[config.mk]
export PLATFORM = sky130hd
export DESIGN_NAME = fetch_stage
export DESIGN_NICKNAME = d
export VERILOG_FILES = /design/src/rtl/fetch_pkg.sv /design/src/rtl/if_id_reg.sv /design/src/rtl/fetch_stage.sv
export SDC_FILE = /design/constraint.sdc
export NUM_CORES = 1
export LEC_CHECK = 0
export ABC_CLOCK_PERIOD_IN_PS = 11300
export CORE_ASPECT_RATIO = 1.2
export CORE_UTILIZATION = 35
export CTS_CLUSTER_DIAMETER = 120
export DETAILED_ROUTE_END_ITERATION = 7
export PLACE_DENSITY = 0.73
export SYNTH_ARGS = -nofsm -noshare
export SYNTH_HDL_FRONTEND = slang
export SYNTH_SLANG_ARGS = --single-unit
[constraint.sdc]
create_clock -name clk -period 11.3 [get_ports clk]
set_input_delay 1.695 -clock clk [delete_from_list [all_inputs] [get_ports clk]]
set_output_delay 1.695 -clock clk [all_outputs]
set_load 0.1 [all_outputs]
[src/rtl/fetch_pkg.sv]
// fetch_pkg: shared widths, default bubble instruction and fetch FSM states
package fetch_pkg;
    localparam int XLEN = 64;
    localparam int ILEN = 32;
    localparam logic [ILEN-1:0] NOP_INSTR_DEFAULT = 32'h0000_0013;
    typedef enum logic {BOOT, RUN} state_t;
endpackage

[src/rtl/if_id_reg.sv]
// if_id_reg: IF/ID pipeline register; bubble wins over hold and keeps the PC fields
module if_id_reg
    import fetch_pkg::*;
#(
    parameter logic [ILEN-1:0] NOP_INSTR = NOP_INSTR_DEFAULT
) (
    input  logic            clk,
    input  logic            reset,
    input  logic            hold,
    input  logic            bubble,
    input  logic [XLEN-1:0] pc,
    input  logic [XLEN-1:0] pc_plus4,
    input  logic [ILEN-1:0] instr,
    output logic            id_valid,
    output logic [XLEN-1:0] id_pc,
    output logic [XLEN-1:0] id_pc_plus4,
    output logic [ILEN-1:0] id_instr
);
    always_ff @(posedge clk or posedge reset) begin
        if (reset) begin
            id_valid    <= 1'b0;
            id_pc       <= '0;
            id_pc_plus4 <= '0;
            id_instr    <= NOP_INSTR;
        end else if (bubble) begin
            id_valid <= 1'b0;
            id_instr <= NOP_INSTR;
        end else if (!hold) begin
            id_valid    <= 1'b1;
            id_pc       <= pc;
            id_pc_plus4 <= pc_plus4;
            id_instr    <= instr;
        end
    end
endmodule

[src/rtl/fetch_stage.sv]
// fetch_stage: PC register, next-PC selection, BOOT/RUN FSM and fetch counter
// feeding the IF/ID register; priority in RUN is redirect > flush > stall > normal.
module fetch_stage
    import fetch_pkg::*;
#(
    parameter logic [XLEN-1:0] RESET_PC  = 64'h0,
    parameter logic [ILEN-1:0] NOP_INSTR = NOP_INSTR_DEFAULT
) (
    input  logic            clk,
    input  logic            reset,
    input  logic            stall_i,
    input  logic            flush_i,
    input  logic            redirect_i,
    input  logic [XLEN-1:0] redirect_pc_i,
    output logic [XLEN-1:0] imem_addr_o,
    input  logic [ILEN-1:0] imem_instr_i,
    output logic            id_valid_o,
    output logic [XLEN-1:0] id_pc_o,
    output logic [XLEN-1:0] id_pc_plus4_o,
    output logic [ILEN-1:0] id_instr_o,
    output logic [31:0]     fetch_count_o
);
    state_t state_q, state_d;
    logic [XLEN-1:0] pc_q, pc_d, pc_plus4;
    logic run, bubble, hold, load;
    always_ff @(posedge clk or posedge reset) begin
        if (reset) state_q <= BOOT;
        else       state_q <= state_d;
    end
    always_comb begin
        state_d  = RUN;
        run      = state_q == RUN;
        bubble   = !run || redirect_i || flush_i;
        hold     = stall_i;
        load     = !bubble && !stall_i;
        pc_plus4 = pc_q + 64'd4;
        pc_d     = !run ? pc_q : redirect_i ? (redirect_pc_i & ~64'd3) : stall_i ? pc_q : pc_plus4;
    end
    always_ff @(posedge clk or posedge reset) begin
        if (reset) begin
            pc_q          <= RESET_PC;
            fetch_count_o <= '0;
        end else begin
            pc_q <= pc_d;
            if (load && fetch_count_o != 32'hFFFF_FFFF) fetch_count_o <= fetch_count_o + 32'd1;
        end
    end
    assign imem_addr_o = {2'b00, pc_q[XLEN-1:2]};
    if_id_reg #(.NOP_INSTR(NOP_INSTR)) u_if_id (
        .clk         (clk),
        .reset       (reset),
        .hold        (hold),
        .bubble      (bubble),
        .pc          (pc_q),
        .pc_plus4    (pc_plus4),
        .instr       (imem_instr_i),
        .id_valid    (id_valid_o),
        .id_pc       (id_pc_o),
        .id_pc_plus4 (id_pc_plus4_o),
        .id_instr    (id_instr_o)
    );
endmodule
==> flow_summary.json <==
{
  "status": "finished, final reports clean",
  "syn_area_mm2": 0.0129,
  "cp.required_ns": 11.79,
  "ctsHoldBuffers": 0,
  "cp_slowest_stage_delay_ns": 0.92,
  "grt_setup_unrepaired": "no",
  "grt_pass1_vias": 11600,
  "avgViaCountPerCell": 5.51,
  "wl_mm": 45.7,
  "hold_path.class": "reg -> reg",
  "fin_tns_setup_ns": 0,
  "p_comb_share_pct": 45.1,
  "synth-compound-area-share_pct": 12.1,
  "dieArea_mm2": 0.0375,
  "wl_per_cell_um": 21.1,
  "syn2layout_area_growth_pct": 36.0,
  "mostFrequentLayoutCells": "clkdlybuf4s50_1, nand2_1, dfrtp_1",
  "hpwl_mm": 32.2,
  "cpMostUsedCell": "buf_4",
  "tritoncts": "done",
  "num_antenna_cells": 0,
  "final_common_cell": "clkdlybuf4s50_1",
  "holdPathStages": 2,
  "io_pins": 358,
  "nFillCells": 3366,
  "fin_worst_skew_ns": 0.0212,
  "pwr-share-clk_pct": 24.3,
  "syn_inst": 1405,
  "swShare_pct": 49.4,
  "path_buf_inv": 3,
  "seqPwrFrac_pct": 30.6,
  "num_vias": 12000,
  "synth_fa_ha_area_share_pct": 0.195,
  "numPortBuffers": 349,
  "max_slew_margin_pct": 24.9,
  "path_depth": 7,
  "root_buffer": "clkbuf_16",
  "path_clk_slew_ns": 0.06,
  "drv_slew": 0,
  "synth-edff-count": 0,
  "core-area_mm2": 0.0360,
  "clock_latency_ns": 0.57,
  "p_leak_nw": 7.44,
  "floorplan.initialDensity_pct": 35.7,
  "end_kind": "flop",
  "hold_violations": 0,
  "worst_path_max_delay_cell": "or4b_4",
  "yosys_warnings": 0,
  "post_cts_buffers": 0,
  "cts_resized": 0,
  "fmax_mhz": 229,
  "synth_ff_type": "dfrtp_1",
  "grt_pass1_wl_mm": 69.1,
  "synth_top_family_by_area": "simple AND/OR/NAND/NOR gates",
  "dpl-instance-area_mm2": 0.0165,
  "die_w_um": 177,
  "cts_sinks": 252,
  "yosysUniqueCellTypes": 74,
  "crit_fanout": 67,
  "power_switching_mw": 1.98,
  "p_per_area_mw_per_mm2": 229,
  "synthXorXnorAreaFrac_pct": 4.50,
  "gp_congestion": 0.900,
  "muxShareOfSynthArea_pct": 4.39,
  "grt_use_total_pct": 24.0,
  "power.internal_mw": 2.02,
  "cts_buffer_depth": 3,
  "dr.pass1.iters": 5,
  "setup_viol": 0,
  "ant_nets": 0,
  "die_h_um": 212,
  "cp_cell_sequence": "buf_4, buf_4, or4b_4, buf_4, nor3_1, and4b_1, xor2_1",
  "worstMarginPinSlew_ns": 1.12,
  "drive_gt1_share_pct": 5.76,
  "arrival_ns": 4.85,
  "grt.overflow.total": 0,
  "path_class": "in -> reg",
  "finish.instance_area_mm2": 0.0175,
  "cpLargestDelayFamily": "simple AND/OR/NAND/NOR gates",
  "num_rows": 76,
  "fin_crit_sh_pct": 38.6,
  "grt_max_degree": 126,
  "antenna_found_initial": 2,
  "yosysSeqAreaShare_pct": 49.1,
  "cap_violations": 0,
  "drtIter0Drc": 932,
  "worstRegToRegCells": 5,
  "synthSimpleGateAreaFrac_pct": 24.6,
  "nNetsFinal": 1784,
  "cts_buffers": 29,
  "htree_levels": 1,
  "ys_async_sr_fraction_pct": 100,
  "avgSynthCellArea_um2": 9.15,
  "worstSetupStartpointType": "primary input",
  "drc": 0,
  "layout_min_cycle_time_ns": 4.36,
  "synth_seq_cells": 252,
  "peakVddDrop_uv": 165
}
[per-layer routing]
| layer | vias to the layer above | wire, µm | GRT usage (%) |
|---|---|---|---|
| met2 | 551 | 22600 | 42.2 |
| met1 | 5826 | 17500 | 28.0 |
| met5 | - | 25 | 0 |
| met4 | 4 | 1340 | 8.00 |
| li1 | 5495 | - | - |
| met3 | 91 | 4280 | 6.56 |
[cell usage after synthesis, types with 15 or more instances]
cell         n  share of area [%]
a21oi_1     43                1.7
a2bb2oi_1   15                1.0
and3_1      28                1.4
and4_1      15                1.0
buf_2       16               0.62
clkbuf_1    75                2.2
dfrtp_1    249                 48
inv_1       16               0.47
mux2i_1     47                3.7
nand2_1    276                8.1
nand3_1     67                2.6
nand4_1     45                2.2
nor2_1      84                2.5
nor3_1      31                1.2
nor4_1      25                1.2
o21ai_0     78                3.0
o22ai_1     15               0.73
or3_1       17               0.83
xnor2_1     40                2.7
xor2_1      26                1.8
[cell families after synthesis]
logic type	after synthesis
xor+xnor	66
mux	55
flops	252
other cells	2
buf+inv	140
simple gates	644
compound gates	244
fa+ha+maj	2
[stage by stage]
step / total power, mW / hold slack (ns) / std cells / worst slack (ns) / util, %
final: 4.00 / 0.472 / 2170 / 6.94 / 48.5
after floorplan: 2.57 / 0.704 / 1410 / 2.68 / -
after global placement: 3.03 / 0.456 / 2118 / 6.41 / 45.8
after global routing: 4.14 / 0.499 / 2170 / 6.72 / 48.5
after detailed placement: 3.05 / 0.462 / 2118 / 6.39 / 45.8
after CTS: 4.03 / 0.477 / 2170 / 7.00 / 48.5
[worst reg2reg max path, delay by kind of cell (launching register included)]
kind | cells | cell delay [ns]
flops | 1 | 0.52
compound gates | 1 | 0.16
simple gates | 4 | 2.73
[layout make-up]
class / instances / area, µm² / share of cell area, %
clock inverters: 14 / 161 / 0.923
repair buffers: 363 / 3590 / 20.5
inverters: 17 / 71.3 / 0.408
well taps: 468 / 586 / 3.35
flip-flops and latches: 252 / 6310 / 36.1
clock buffers: 38 / 820 / 4.69
multi-input cells: 1018 / 5950 / 34.0
[final timing paths]
kind / from / endpoint / slack (ns)
worst min register to register: u_if_id.id_pc[27]$_DFFE_PP0P_ / u_if_id.id_pc[27]$_DFFE_PP0P_ / 0.47
worst max register to register: pc_q[15]$_DFFE_PP0P_ / pc_q[63]$_DFFE_PP0P_ / 7.80
max in group asynchronous: reset / u_if_id.id_pc[15]$_DFFE_PP0P_ / 7.98
worst max-delay path: redirect_i / fetch_count_o[29]$_DFFE_PP0P_ / 6.94
worst min-delay path: u_if_id.id_pc[27]$_DFFE_PP0P_ / u_if_id.id_pc[27]$_DFFE_PP0P_ / 0.47
min in group asynchronous: reset / fetch_count_o[7]$_DFFE_PP0P_ / 1.74
[state kept, by name, indices dropped and copies added (netlist names)]
name                 flops
u_if_id.id_pc_plus4     62
u_if_id.id_valid         1
fetch_count_o           32
pc_q                    62
u_if_id.id_instr        32
u_if_id.id_pc           62
run                      1
[power groups by stage]
stage	Clock (mW)	Combinational, mW	Sequential [mW]
3_3_place_gp	0	1.80	1.23
3_5_place_dp	0	1.81	1.24
2_1_floorplan	0	0.301	2.27
6_report	0.972	1.80	1.22
5_1_grt	1.03	1.87	1.25
4_1_cts	0.994	1.81	1.22
No activity file was read; power rests on OpenSTA's default activity.
